$ cat src/rtl/router_pkg.sv
// ============================================================================
//  Module   : router_pkg
//  Purpose  : Shared widths, header field bounds and helpers for the 1x3 router.
//  Revision : 1.0 - initial release
// ============================================================================
`default_nettype none

package router_pkg;

  localparam int DATA_W       = 8;
  localparam int HDR_FLAG_BIT = DATA_W;
  localparam int LEN_MSB      = 7;
  localparam int LEN_LSB      = 2;
  localparam int CNT_W        = 7;

  // Bytes still to come after a header: payload length plus the parity byte.
  function automatic logic [CNT_W-1:0] hdr_to_cnt(input logic [LEN_MSB:0] hdr);
    return CNT_W'(hdr[LEN_MSB:LEN_LSB]) + CNT_W'(1);
  endfunction

endpackage

`default_nettype wire

$ cat src/rtl/router_fifo_ptr.sv
// ============================================================================
//  Module   : router_fifo_ptr
//  Purpose  : Write/read pointer pair with full/empty flags and accept strobes.
//  Revision : 1.0 - initial release
// ============================================================================
`default_nettype none

module router_fifo_ptr #(
  parameter int DEPTH  = 16,
  parameter int ADDR_W = $clog2(DEPTH)
) (
  input  logic              clk,
  input  logic              reset,
  input  logic              soft_reset,
  input  logic              write_enb,
  input  logic              read_enb,
  output logic              wr_en,
  output logic              rd_en,
  output logic [ADDR_W-1:0] wr_addr,
  output logic [ADDR_W-1:0] rd_addr,
  output logic              full,
  output logic              empty
);

  // One extra MSB separates the full and empty cases when the addresses match.
  logic [ADDR_W:0] r_wr_ptr;
  logic [ADDR_W:0] r_rd_ptr;

  assign empty = (r_wr_ptr == r_rd_ptr);
  assign full  = (r_wr_ptr[ADDR_W] != r_rd_ptr[ADDR_W]) &&
                 (r_wr_ptr[ADDR_W-1:0] == r_rd_ptr[ADDR_W-1:0]);

  // A flush discards any transfer that lands in the same cycle.
  assign wr_en = write_enb && !full  && !soft_reset;
  assign rd_en = read_enb  && !empty && !soft_reset;

  assign wr_addr = r_wr_ptr[ADDR_W-1:0];
  assign rd_addr = r_rd_ptr[ADDR_W-1:0];

  always_ff @(posedge clk or posedge reset) begin
    if (reset) begin
      r_wr_ptr <= '0;
      r_rd_ptr <= '0;
    end else if (soft_reset) begin
      r_wr_ptr <= '0;
      r_rd_ptr <= '0;
    end else begin
      if (wr_en) r_wr_ptr <= r_wr_ptr + 1'b1;
      if (rd_en) r_rd_ptr <= r_rd_ptr + 1'b1;
    end
  end

endmodule

`default_nettype wire

$ cat src/rtl/router_fifo.sv
// ============================================================================
//  Module   : router_fifo
//  Purpose  : Per-port output FIFO of the 1x3 router with packet length tracking.
//             Optional sticky overflow flag: define ROUTER_FIFO_OVF_FLAG_EN.
//  Revision : 1.0 - initial release
// ============================================================================
`default_nettype none

module router_fifo
  import router_pkg::*;
#(
  parameter int DEPTH  = 16,
  parameter int DATA_W = router_pkg::DATA_W
) (
  input  logic              clk,
  input  logic              reset,
  input  logic              soft_reset,
  input  logic              write_enb,
  input  logic              lfd_state,
  input  logic [DATA_W-1:0] data_in,
  input  logic              read_enb,
  output logic [DATA_W-1:0] data_out,
  output logic              full,
  output logic              empty,
  output logic              ovf_err
);

  localparam int c_addr_w = $clog2(DEPTH);

  logic [DATA_W:0]       r_mem [DEPTH];
  logic [c_addr_w-1:0]   w_wr_addr;
  logic [c_addr_w-1:0]   w_rd_addr;
  logic                  w_wr_en;
  logic                  w_rd_en;
  logic [DATA_W:0]       w_rd_entry;
  logic [DATA_W-1:0]     r_data_out;
  logic [CNT_W-1:0]      r_cnt;

  router_fifo_ptr #(
    .DEPTH  (DEPTH),
    .ADDR_W (c_addr_w)
  ) u_ptr (
    .clk        (clk),
    .reset      (reset),
    .soft_reset (soft_reset),
    .write_enb  (write_enb),
    .read_enb   (read_enb),
    .wr_en      (w_wr_en),
    .rd_en      (w_rd_en),
    .wr_addr    (w_wr_addr),
    .rd_addr    (w_rd_addr),
    .full       (full),
    .empty      (empty)
  );

  // Storage is wiped only by the hard reset; a flush just rewinds the pointers.
  always_ff @(posedge clk or posedge reset) begin
    if (reset) begin
      for (int i = 0; i < DEPTH; i++) begin
        r_mem[i] <= '0;
      end
    end else if (w_wr_en) begin
      r_mem[w_wr_addr] <= {lfd_state, data_in};
    end
  end

  assign w_rd_entry = r_mem[w_rd_addr];

  // Output byte is held while a packet is in flight and zeroed between packets.
  always_ff @(posedge clk or posedge reset) begin
    if (reset) begin
      r_data_out <= '0;
      r_cnt      <= '0;
    end else if (soft_reset) begin
      r_data_out <= '0;
      r_cnt      <= '0;
    end else if (w_rd_en) begin
      r_data_out <= w_rd_entry[DATA_W-1:0];
      if (w_rd_entry[HDR_FLAG_BIT]) begin
        r_cnt <= hdr_to_cnt(w_rd_entry[LEN_MSB:0]);
      end else if (r_cnt != '0) begin
        r_cnt <= r_cnt - 1'b1;
      end
    end else if (r_cnt == '0) begin
      r_data_out <= '0;
    end
  end

  assign data_out = r_data_out;

`ifdef ROUTER_FIFO_OVF_FLAG_EN
  logic r_ovf_err;

  always_ff @(posedge clk or posedge reset) begin
    if (reset) begin
      r_ovf_err <= 1'b0;
    end else if (soft_reset) begin
      r_ovf_err <= 1'b0;
    end else if (write_enb && full) begin
      r_ovf_err <= 1'b1;
    end
  end

  assign ovf_err = r_ovf_err;
`else
  assign ovf_err = 1'b0;
`endif

endmodule

`default_nettype wire
$ cat config.mk
export PLATFORM = sky130hd
export DESIGN_NAME = router_fifo
export DESIGN_NICKNAME = d
export VERILOG_FILES = /design/src/rtl/router_pkg.sv /design/src/rtl/router_fifo_ptr.sv /design/src/rtl/router_fifo.sv
export SDC_FILE = /design/constraint.sdc
export NUM_CORES = 1
export LEC_CHECK = 0
export ABC_AREA = 1
export BUFFER_PORTS_ARGS = -buffer_cell sky130_fd_sc_hd__clkbuf_2
export CAP_MARGIN = 20
export CORE_ASPECT_RATIO = 0.9
export CORE_MARGIN = 5
export CORE_UTILIZATION = 50
export CTS_BUF_LIST = sky130_fd_sc_hd__clkbuf_8
export CTS_CLUSTER_DIAMETER = 120
export DETAILED_ROUTE_END_ITERATION = 8
export PLACE_DENSITY = 0.74
export SLEW_MARGIN = 5
export SYNTH_ARGS = -nofsm -noshare
export SYNTH_HDL_FRONTEND = slang
export SYNTH_HIERARCHICAL = 1
export SYNTH_SLANG_ARGS = --single-unit
$ cat constraint.sdc
create_clock -name clk -period 5.85 [get_ports clk]
set_input_delay 1.4625 -clock clk [delete_from_list [all_inputs] [get_ports clk]]
set_output_delay 1.4625 -clock clk [all_outputs]
set_load 0.02 [all_outputs]
=== Yosys cells after proc, flatten, opt, wreduce, memory -nomap -nowiden ===
Index checks and enable logic that the tools add are counted.
W data, S select, Z words.

* Register bits: 169
* Bits of input ports: 14
* Output and inout port bits: 11
* Logic and storage cells: 65

* Reduce and logical (&&, ||, !) cells: 16
* Order comparisons: 3
* Multiplexer cells: 17
* Add/sub/neg operators: 4
* Equal/unequal tests: 3
* Bitwise operators: 2

{| class="wikitable"
|+ Operators by type and width
! cell !! number
|-
| $bwmux W144 || 1
|-
| $bmux W9 S4 || 1
|-
| $demux W9 S4 || 1
|-
| $mux W7 || 4
|-
| $mux W9 || 3
|-
| $mux W8 || 3
|-
| $mux W5 || 4
|-
| $add A5 B1 Y5 const B || 2
|-
| $ge A5 B5 Y1 const B || 2
|-
| $not A4 Y5 || 2
|-
| $add A6 B1 Y7 const B || 1
|-
| $logic_not A7 Y1 || 1
|-
| $reduce_bool A7 Y1 || 1
|-
| $sub A7 B1 Y7 const B || 1
|-
| $logic_and A1 B1 Y1 || 6
|-
| $reduce_bool A3 Y1 || 2
|-
| $eq A5 B5 Y1 || 1
|-
| $lt A5 B1 Y1 const B || 1
|-
| $eq A4 B4 Y1 || 1
|-
| $reduce_bool A2 Y1 || 2
|-
| $logic_not A1 Y1 || 3
|-
| $reduce_and A2 Y1 || 1
|-
| $ne A1 B1 Y1 || 1
|}

=== Logic depth before layout (Yosys ltp) ===
Gate-level depths: netlist of run 1.

* Depth after elaboration: 8
* Depth in mapped cells: 18
* Gate-level depth less buffers: 16

=== Hierarchy ===
Netlist of run 1, hierarchy kept.

{| class="wikitable"
|+ Modules (own cells, without submodules)
! module !! instances !! seq. area each (um^2) !! area an instance (um^2) !! cells an instance
|-
| router_fifo || 1 || 3978.8 || 7737.4 || 966
|-
| router_fifo_ptr || 1 || 250.2 || 802.0 || 100
|}

=== Least setup slack after synthesis of run 1 ===
No wires, ideal clock.

* Path kind: input to register
* Start: in write_enb
* End: reg r_mem[8] in the netlist's numbering
* Path slack: 3.093 ns
* Path buffers: 2
* Setup time: 0.133 ns
* Data arrival time: 2.623 ns
* Required time: 5.717 ns
* Stages: 9
* Cells stage by stage: nand2_4 nor2_1 buf_4 inv_1 nor3_4 nand2_2 clkbuf_1 nand2_1 o21ai_0

* Cells in the longest elaborated chain, start to end: 2

{| class="wikitable"
|+ Ends and longest elaborated chain
! item !! line !! RTL
|-
| start: declaration || router_fifo.sv:18 || <nowiki>input logic write_enb,</nowiki>
|-
| $logic_and A1 B1 Y1 (2 in a row) || router_fifo_ptr.sv:34 || <nowiki>assign wr_en = write_enb && !full && !soft_reset;</nowiki>
|-
| net w_wr_en || router_fifo.sv:33 || <nowiki>logic w_wr_en;</nowiki>
|-
| end signal: indexed assignment || router_fifo.sv:63 || <nowiki>r_mem[w_wr_addr] <= {lfd_state, data_in};</nowiki>
|-
| end: declaration || router_fifo.sv:30 || <nowiki>logic [DATA_W:0] r_mem [DEPTH];</nowiki>
|}

The timed path passes the listed nets, and every way through them passes these cells.
A chain may end at the register's enable or synchronous reset.

=== Final worst setup path of run 1 ===
* Start: reg u_ptr.r_rd_ptr[1]
* End: out empty

* Cells in the longest elaborated chain, start to end: 1

{| class="wikitable"
|+ Ends and longest elaborated chain
! item !! line !! RTL
|-
| start: declaration || router_fifo_ptr.sv:27 || <nowiki>logic [ADDR_W:0] r_rd_ptr;</nowiki>
|-
| start signal: assignment || router_fifo_ptr.sv:49 || <nowiki>if (rd_en) r_rd_ptr <= r_rd_ptr + 1'b1;</nowiki>
|-
| $eq A5 B5 Y1 || router_fifo_ptr.sv:29 || <nowiki>assign empty = (r_wr_ptr == r_rd_ptr);</nowiki>
|-
| end: declaration || router_fifo.sv:24 || <nowiki>output logic empty,</nowiki>
|}

No other way between the ends.

==> results.txt, run 1 <==
Worst min-delay path class: reg2reg
Static Leak: 4.32 nW
Min cycle time layout: 3570 ps
Core area: 0.0168 mm^2
Initial DRC Count: 830
Post-route ant nets: 0
Simple-gate share of the synthesized area: 25.9%
Initial antenna violation count: 0
DR DRC count: 0
Reg2reg path depth: 9
# diodes: 0
Final worst clock skew: 7.58 ps
Adder-cell share of the synthesized area: 0.733%
Vias in the first global route: 6341
Number of post-CTS setup repair buffers: 0
Mean Syn Cell Area: 8.01 um^2
Peak Freq: 0.280 GHz
Max Root-Sink Buffers: 2
Clock sink count: 169
Period utilization: 61.0%
Yosys synthesis warning count: 6
Starting density of the core: 50.7%
Max cap viols: 0
Crit path DAT: 2110 ps
Layout Nets: 1069
Placer congestion estimate: 0.823
Slew margin rel.: 39.7%
Clk_lat worst skew: 460 ps
Vias per inst: 5.44
Clock Tree Root: clkbuf_8
Final number of max-transition violations: 0
Synthesis-to-finish area growth: 5.95%
Critical path capture point type: output pin
Pwr Density: 304 mW/mm^2
Critical path launch point type: flop
H-tree depth: 4
First-pass GRT wire length: 33400 um
Post-synth EDFFs: 0
Slew @ Worst Pin: 898 ps
Outcome: completed
Overflow after GRT: 0
Setup TNS: 0 ps
Commonest non-fill, non-tap cell in the layout: nand2_1
CP max FO: 19
Ys async rst share: 100%
Clock-pin transition on the worst setup and hold timing paths: 80 ps
#FFs+latches synth: 169
Die area: 0.0198 mm^2
Max VDD drop: 0.000148 V
DR pass1 iterations: 5
Num CTS Buffers: 17
RSZ-0062 raised after global routing: false
IO Count: 25
Post-CTS Resized: 0
Via count: 6931
Die height: 134 um
Design Power: 2.75 mW
CTS Hold Bufs: 0
Post-Synthesis Cells: 1066
CTS tree: yes
DIE WIDTH: 148 um
Largest net degree at the start of global routing: 97
Placed Area: 0.00860 mm^2
Hold path depth: 2
Compound-cell area share of the yosys netlist: 14.2%
Port Buf Inserts: 23
Hpwl dp: 12500 um
Synth Cell Area: 0.00854 mm^2
# rows: 45
GRT Util Overall: 21.1%
Multiplexer area fraction after synthesis: 0%
Commonest cells after routing, fill and taps aside: nand2_1, o21ai_0, dfrtp_1
WL per Instance: 15.7 um
Largest family of logic cells by synthesized area: simple AND/OR/NAND/NOR gates
Setup CP Type: reg2out
Top_reg_cell synth: dfrtp_1
Hold Vio Cnt, Final: 0
Synth cell types: 42
Final wirelength: 20000 um
Critical Path RT: 4390 ps
Finished layout cell area: 0.00905 mm^2
Post-synthesis sequential area ratio: 49.5%
Endpoints failing setup: 0
Synth Area in XOR/XNOR: 0.923%
Syn Nets: 1085
Share of layout cells above drive strength 1: 10.2%
==> per-layer routing <==
layer,up-vias,GRT usage [%],part of all wire [%]
li1,3417,-,-
met1,3274,30.4,48
met2,219,32.2,45
met3,21,4.46,6.2
met4,0,6.21,1.1
met5,-,0,0
==> critical path: stages, from the launching register on <==
cell and delay (ps):
dfrtp_1 860, inv_1 90, nand2_1 80, nand2_1 90
nor2_4 140, nand3_4 140, inv_1 80, clkbuf_2 160
==> power by group <==
part	leakage, nW	switching [mW]	internal, mW
clock network	0.230	0.434	0.498
registers	2.23	0.0584	1.25
logic	1.85	0.349	0.161
==> worst paths after layout <==
path / from / to / slack, ps
setup / recovery: u_ptr/r_rd_ptr[1] / empty / 2280
hold / removal: r_mem[106] / r_mem[106] / 490
setup reg to reg: u_ptr/r_rd_ptr[1] / r_mem[87] / 2750
hold reg to reg: r_mem[106] / r_mem[106] / 490
max in group asynchronous: reset / r_mem[102] / 3700
min in group asynchronous: reset / u_ptr/r_rd_ptr[4] / 1010
==> layout make-up <==
| cell class | instances | area (um^2) |
|---|---|---|
| Fill cell | 1579 | 7790 |
| Sequential cell | 169 | 4230 |
| Multi-Input combinational cell | 733 | 3560 |
| Inverter | 100 | 380 |
| Clock buffer | 20 | 275 |
| Tap cell | 211 | 264 |
| Clock inverter | 12 | 173 |
| Timing Repair Buffer | 29 | 160 |
==> state kept, by name, indices dropped and copies added, names as in the netlist <==
register / cells
r_cnt: 7
u_ptr/r_rd_ptr: 5
u_ptr/r_wr_ptr: 5
r_mem: 144
data_out: 8
==> stage by stage <==
stage,instances,setup slack [ps],util (%),hold slack [ps]
3_3_place_gp,1242,2490,51.1,460
2_1_floorplan,1066,95.9,-,446
3_5_place_dp,1242,2380,51.1,467
6_report,1274,2280,53.7,485
5_1_grt,1274,2140,53.7,507
4_1_cts,1274,2280,53.7,489
==> cells by family (layout without fill, tap and decap cells) <==
| kind of cell | Yosys count | in the layout |
|---|---|---|
| AOI/OAI and AO/OA | 225 | 225 |
| and+or+nand+nor | 493 | 493 |
| adders and majority gates | 5 | 5 |
| buffers and inverters | 164 | 161 |
| other | 1 | 1 |
| xor gates and xnor gates | 9 | 9 |
| DFF | 169 | 169 |
==> cells in the mapped netlist (8+ instances only) <==
| cell type | count | share of area (%) |
|---|---|---|
| a21oi_1 | 12 | 0.70 |
| dfrtp_1 | 169 | 50 |
| nand3_1 | 88 | 5.2 |
| o21ai_0 | 180 | 11 |
| o211ai_1 | 8 | 0.70 |
| o21ai_1 | 12 | 0.70 |
| buf_2 | 13 | 0.76 |
| inv_2 | 9 | 0.40 |
| nor2_1 | 58 | 2.5 |
| clkbuf_1 | 27 | 1.2 |
| nand4_1 | 12 | 0.88 |
| nand2_1 | 300 | 13 |
| nand2_2 | 13 | 0.95 |
| buf_4 | 15 | 1.3 |
| inv_1 | 90 | 4.0 |
No activity file was read; power rests on OpenSTA's default activity.
==> run 2: changes to the inputs <==
--- a/config.mk
+++ b/config.mk
@@ -5,7 +5,7 @@
 export SDC_FILE = /design/constraint.sdc
 export NUM_CORES = 1
 export LEC_CHECK = 0
-export ABC_AREA = 1
+export ABC_AREA = 0
 export BUFFER_PORTS_ARGS = -buffer_cell sky130_fd_sc_hd__clkbuf_2
 export CAP_MARGIN = 20
 export CORE_ASPECT_RATIO = 0.9
==> constraint.sdc (replaced) <==
create_clock -name clk -period 2.9 [get_ports clk]
set_input_delay 0.725 -clock clk [delete_from_list [all_inputs] [get_ports clk]]
set_output_delay 0.725 -clock clk [all_outputs]
set_load 0.02 [all_outputs]
==> run 2 against run 1 <==
  * Clock power up 93%
  * Worst hold slack worse by 220 ps
  * Combinational power increased to 5.6 times the previous value
  * Die area down 2.0%
  * First-iteration DRC count is 51% lower
  * Synthesized area shrank 2.2%
==> results.txt, run 2 <==
Outcome: completed
Commonest cells after routing, fill and taps aside: dfrtp_1, mux2_2, nand2_1
Endpoints failing setup: 0
Number of post-CTS setup repair buffers: 0
Largest net degree at the start of global routing: 101
Peak Freq: 0.368 GHz
Max cap viols: 0
H-tree depth: 4
Mean Syn Cell Area: 13.5 um^2
Static Leak: 4.25 nW
Max incr delay on CP: 560 ps
CP max stage cell: mux4_2
First-pass GRT wire length: 31600 um
Vias in the first global route: 5617
Placer congestion estimate: 0.879
Final number of max-transition violations: 0
Comb power frac: 36.9%
GRT Util Overall: 20.7%
DR DRC count: 0
Post-place setup slack: 140 ps
Ys async rst share: 100%
# rows: 44
Post-Synthesis Cells: 617
Period utilization: 93.7%
CTS Hold Bufs: 0
Sw Share: 34.0%
Synth Cell Area: 0.00836 mm^2
Clock-pin transition on the worst setup and hold timing paths: 90 ps
Pwr Density: 845 mW/mm^2
Finished layout cell area: 0.00920 mm^2
CP max FO: 23
Final WS setup: 183 ps
IO Count: 25
Synthesis-to-finish area growth: 10.2%
Setup TNS: 0 ps
Die height: 133 um
Starting density of the core: 51.3%
DIE WIDTH: 146 um
Port Buf Inserts: 23
Clock Tree Root: clkbuf_8
Sequential Power Share: 40.0%
Post-synth EDFFs: 0
Sw power: 2.64 mW
Max VDD drop: 0.000404 V
Critical path capture point type: flop
Share of layout cells above drive strength 1: 39.4%
Hold Vio Cnt, Final: 0
Synth top area cells: dfrtp_1, mux2_2, mux4_2
Crit path DAT: 3080 ps
RSZ-0062 raised after global routing: false
Post-synthesis sequential area ratio: 50.6%
Via count: 5384
DR pass1 iterations: 7
WL per Instance: 22.2 um
Core area: 0.0163 mm^2
Critical path launch point type: flop
Layout Nets: 665
Slew margin rel.: 53.2%
Setup CP Type: reg2reg
Max Root-Sink Buffers: 2
#FFs+latches synth: 169
Post-synth top cells: dfrtp_1, mux2_2, nand2_1
Placed Area: 0.00877 mm^2
Syn Nets: 636
Final hold slack: 268 ps
Die area: 0.0194 mm^2
Number of flip-flops in the largest register: 144
Cell taking the most area after synthesis: dfrtp_1
R2r setup slk: 180 ps
CTS tree: yes
Worst r2r src: u_ptr/r_rd_ptr[0]
Yosys synthesis warning count: 6
Share of the synthesized area in the top cell type: 50.6%
CP Cell Sequence: buf_12, buf_4, mux4_2, mux2i_1, mux2i_1, buf_4, nor2_1, a41oi_1, o22ai_1
Initial antenna violation count: 0
Overflow after GRT: 0
Cell-internal power: 5.14 mW
Biggest register: r_mem
Count leader, synth: dfrtp_1
Top_reg_cell synth: dfrtp_1
R2R Path End: r_cnt[4]
Min cycle time layout: 2720 ps
Clock sink count: 169
Hpwl dp: 12900 um
Num CTS Buffers: 17
Final worst clock skew: 16.5 ps
Final wirelength: 19200 um
Synth cell types: 48
Clk_lat worst skew: 460 ps
Post-route ant nets: 0
Initial DRC Count: 404
Commonest non-fill, non-tap cell in the layout: dfrtp_1
Reg2reg path depth: 9
# diodes: 0
Critical Path RT: 3270 ps
Final core utilization: 56.5%
Clock power share: 23.1%
Vias per inst: 6.22
Worst min-delay path class: in2async
Slew @ Worst Pin: 700 ps
-- run 2: worst max-delay path by stage --
stage               depth (start not counted)          to  slack [ps]              start
global route                                9    r_cnt[4]          40  u_ptr/r_rd_ptr[0]
finish                                      9    r_cnt[4]         180  u_ptr/r_rd_ptr[0]
floorplan                                  10  r_mem[108]         140  u_ptr/r_rd_ptr[0]
detailed placement                          5  r_mem[128]         140          write_enb
CTS                                         9    r_cnt[4]         220  u_ptr/r_rd_ptr[0]
global placement                            6  r_mem[108]         190          write_enb
-- run 2: critical path: cells and delay by family, from the launching register on --
family / cells / cell delay (ps)
simple gates: 1 / 260
mux: 3 / 850
compound gates: 2 / 340
flops: 1 / 420
buf+inv: 3 / 730
-- run 2: cell type report --
cell class	count	area, um^2
timing repair buffer	56	425
clock inverter	11	154
fill	1288	7090
tap	207	259
multi-input combinational	389	3810
inverter	13	52.6
clock buffer	20	275
sequential	169	4230
-- run 2: metal layers --
metal | track usage (%) | up-vias | part of all wire, %
met4 | 6.58 | 0 | 2.4
met2 | 32.2 | 200 | 48
met1 | 29.3 | 2819 | 44
met3 | 4.31 | 35 | 6.1
li1 | - | 2330 | -
met5 | 0 | - | 0
-- run 2: cells by family after synthesis --
family | after synthesis | synth area share (%)
xor gates and xnor gates | 11 | 1.15
muxes | 198 | 31.7
buffers and inverters | 59 | 3.88
adders and majority gates | 5 | 0.749
other | 1 | 0.0449
and+or+nand+nor | 119 | 7.41
DFF | 169 | 50.6
AOI/OAI and AO/OA | 55 | 4.48
-- run 2: what timing repair did --
item                                    4_1_cts  5_1_grt
endpoints found under the setup margin        0        1
gates resized for setup                       0        1
hold endpoints to repair                      0        0
-- run 2: power groups by stage --
stage	logic, mW	registers, mW	clock network [mW]
global route	3.11	3.15	1.94
global placement	2.72	3.11	0
floorplan	2.18	3.07	0
CTS	2.85	3.10	1.85
detailed placement	2.83	3.14	0
finish	2.87	3.11	1.80
-- run 2: stage by stage --
| stage | power, mW | instances |
|---|---|---|
| 2_1_floorplan | 5.26 | 617 |
| 3_3_place_gp | 5.83 | 834 |
| 3_5_place_dp | 5.97 | 834 |
| 4_1_cts | 7.80 | 865 |
| 5_1_grt | 8.20 | 865 |
| 6_report | 7.78 | 865 |
==> run 3: changes to the inputs <==
--- a/config.mk
+++ b/config.mk
@@ -14,9 +14,8 @@
 export CTS_BUF_LIST = sky130_fd_sc_hd__clkbuf_8
 export CTS_CLUSTER_DIAMETER = 120
 export DETAILED_ROUTE_END_ITERATION = 8
-export PLACE_DENSITY = 0.74
+export PLACE_DENSITY = 0.71
 export SLEW_MARGIN = 5
 export SYNTH_ARGS = -nofsm -noshare
 export SYNTH_HDL_FRONTEND = slang
-export SYNTH_HIERARCHICAL = 1
 export SYNTH_SLANG_ARGS = --single-unit
==> constraint.sdc (replaced) <==
create_clock -name clk -period 2.8 [get_ports clk]
set_input_delay 0.7 -clock clk [delete_from_list [all_inputs] [get_ports clk]]
set_output_delay 0.7 -clock clk [all_outputs]
set_load 0.02 [all_outputs]
==> run 3 against run 2 <==
  * Sequential power decreased by 8.7%
  * Clock power fell by 9%
  * Final area is 1.8% lower
  * Critical path type is now reg2out
==> results.txt, run 3 <==
Overflow after GRT: 0
RSZ-0062 raised after global routing: false
Endpoints failing setup: 0
Vias per inst: 5.84
Final wirelength: 18100 um
Finished layout cell area: 0.00904 mm^2
H-tree depth: 4
Core area: 0.0160 mm^2
Hold Vio Cnt, Final: 0
Synth top area cells: dfrtp_1, mux2_2, mux4_2
Max cap viols: 0
Commonest cells after routing, fill and taps aside: dfrtp_1, mux2_2, buf_4
Final worst clock skew: 16.0 ps
Critical Path RT: 2100 ps
Post-synth top cells: dfrtp_1, mux2_2, mux4_2
Max Root-Sink Buffers: 2
Synthesis-to-finish area growth: 12.0%
# diodes: 0
Clock sink count: 169
Slew margin rel.: 59.4%
Final WS setup: 264 ps
#FFs+latches synth: 169
Design Power: 5.90 mW
First-pass GRT wire length: 29900 um
Crit path DAT: 1840 ps
Final core utilization: 56.6%
CP max stage cell: dfrtp_4
Top_reg_cell synth: dfrtp_1
Post-place setup slack: 203 ps
DIE WIDTH: 144 um
Pwr Density: 653 mW/mm^2
Share of the synthesized area in the top cell type: 52.4%
Largest net degree at the start of global routing: 70
Synth Area in XOR/XNOR: 1.84%
Synth Cell Area: 0.00807 mm^2
GRT Util Overall: 21.1%
CP delay by family, top: flip-flops
Simple-gate share of the synthesized area: 6.96%
DR DRC count: 0
Initial antenna violation count: 0
Syn Nets: 592
WL per Instance: 21.4 um
Peak Freq: 0.394 GHz
Worst min-delay path class: in2async
CP Cell Sequence: xnor2_1, nand4_1, nor2_1, clkbuf_2
Largest family of logic cells by synthesized area: multiplexers
Static Leak: 4.18 nW
Register area: 0.00424 mm^2
Clk_lat worst skew: 460 ps
IO Count: 25
Max VDD drop: 0.000381 V
Placed Area: 0.00867 mm^2
Area of the multi-input gates: 0.00366 mm^2
Period utilization: 90.6%
Num CTS Buffers: 17
Placer congestion estimate: 0.837
CP max FO: 17
Ys async rst share: 100%
Yosys synthesis warning count: 0
Hpwl dp: 12700 um
Setup TNS: 0 ps
Post-route ant nets: 0
Max incr delay on CP: 630 ps
Min cycle time layout: 2540 ps
Initial DRC Count: 297
Mean Syn Cell Area: 14.2 um^2
Port Buf Inserts: 23
Fill cells: 1286
Count leader, synth: dfrtp_1
Slew @ Worst Pin: 607 ps
Share of layout cells above drive strength 1: 47.8%
Number of flip-flops in the largest register: 144
Outcome: completed
Die area: 0.0188 mm^2
Clock-pin transition on the worst setup and hold timing paths: 80 ps
Critical path capture point type: output pin
Compound-cell area share of the yosys netlist: 4.00%
Adder-cell share of the synthesized area: 1.24%
Biggest register: r_mem
Post-synth EDFFs: 0
Die height: 131 um
CTS tree: yes
Post-synthesis sequential area ratio: 52.4%
Setup CP Type: reg2out
Buf+Inv Stages, Crit Path: 1
Cell taking the most area after synthesis: dfrtp_1
Multiplexer area fraction after synthesis: 31.3%
Starting density of the core: 50.5%
Clock Tree Root: clkbuf_8
Post-Synthesis Cells: 570
Critical path launch point type: flop
# rows: 44
Commonest non-fill, non-tap cell in the layout: dfrtp_1
Layout Nets: 647
Vias in the first global route: 5171
Via count: 4934
Synth cell types: 47
Final number of max-transition violations: 0
DR pass1 iterations: 4
run 3: area by class of cell:
type,instances,area share (%)
inverters,7,0.332
well taps,207,2.87
clock inverters,13,1.18
repair buffers,69,5.37
flip-flops and latches,169,46.9
multi-input cells,361,40.5
clock buffers,19,2.89
run 3: final timing paths:
| check | startpoint | end | slack [ps] | cells past startpoint |
|---|---|---|---|---|
| max in group asynchronous | reset | u_ptr.r_wr_ptr[3] | 1690 | 3 |
| hold reg to reg | r_mem[8] | r_mem[8] | 510 | 1 |
| setup reg to reg | u_ptr.r_rd_ptr[0] | r_cnt[5] | 330 | 7 |
| hold / removal | reset | r_mem[133] | 300 | 2 |
| setup / recovery | u_ptr.r_rd_ptr[0] | empty | 260 | 4 |
| min in group clk | r_mem[8] | r_mem[8] | 510 | 1 |
run 3: power by group:
part / switching (mW) / total (mW) / internal [mW]
clock network: 0.886 / 1.63 / 0.742
logic: 0.760 / 1.43 / 0.666
registers: 0.178 / 2.84 / 2.67
run 3: stage by stage:
stage	instances	hold slack, ps
2_1_floorplan	570	472
3_3_place_gp	813	483
6_report	845	297
3_5_place_dp	813	492
4_1_cts	845	284
5_1_grt	845	317
run 3: layer usage:
layer	track usage [%]	wire length (um)	share of wire, %
met1	30.0	8330	46
met3	5.13	937	5.2
met5	0	0	0
met4	6.31	265	1.5
met2	32.6	8550	47
run 3: cell families after synthesis:
family                   after synthesis
adder cells (fa/ha/maj)                8
flip-flops                           169
other                                  1
XOR/XNOR                              17
AO/OA/AOI/OAI                         47
AND/OR/NAND/NOR                      104
multiplexers                         184
buffers and inverters                 40
run 3: repair_timing:
item	in CTS	in global routing
hold buffers	0	0
gates resized for setup	0	2
setup buffers	0	0
endpoints found under the setup margin	0	3
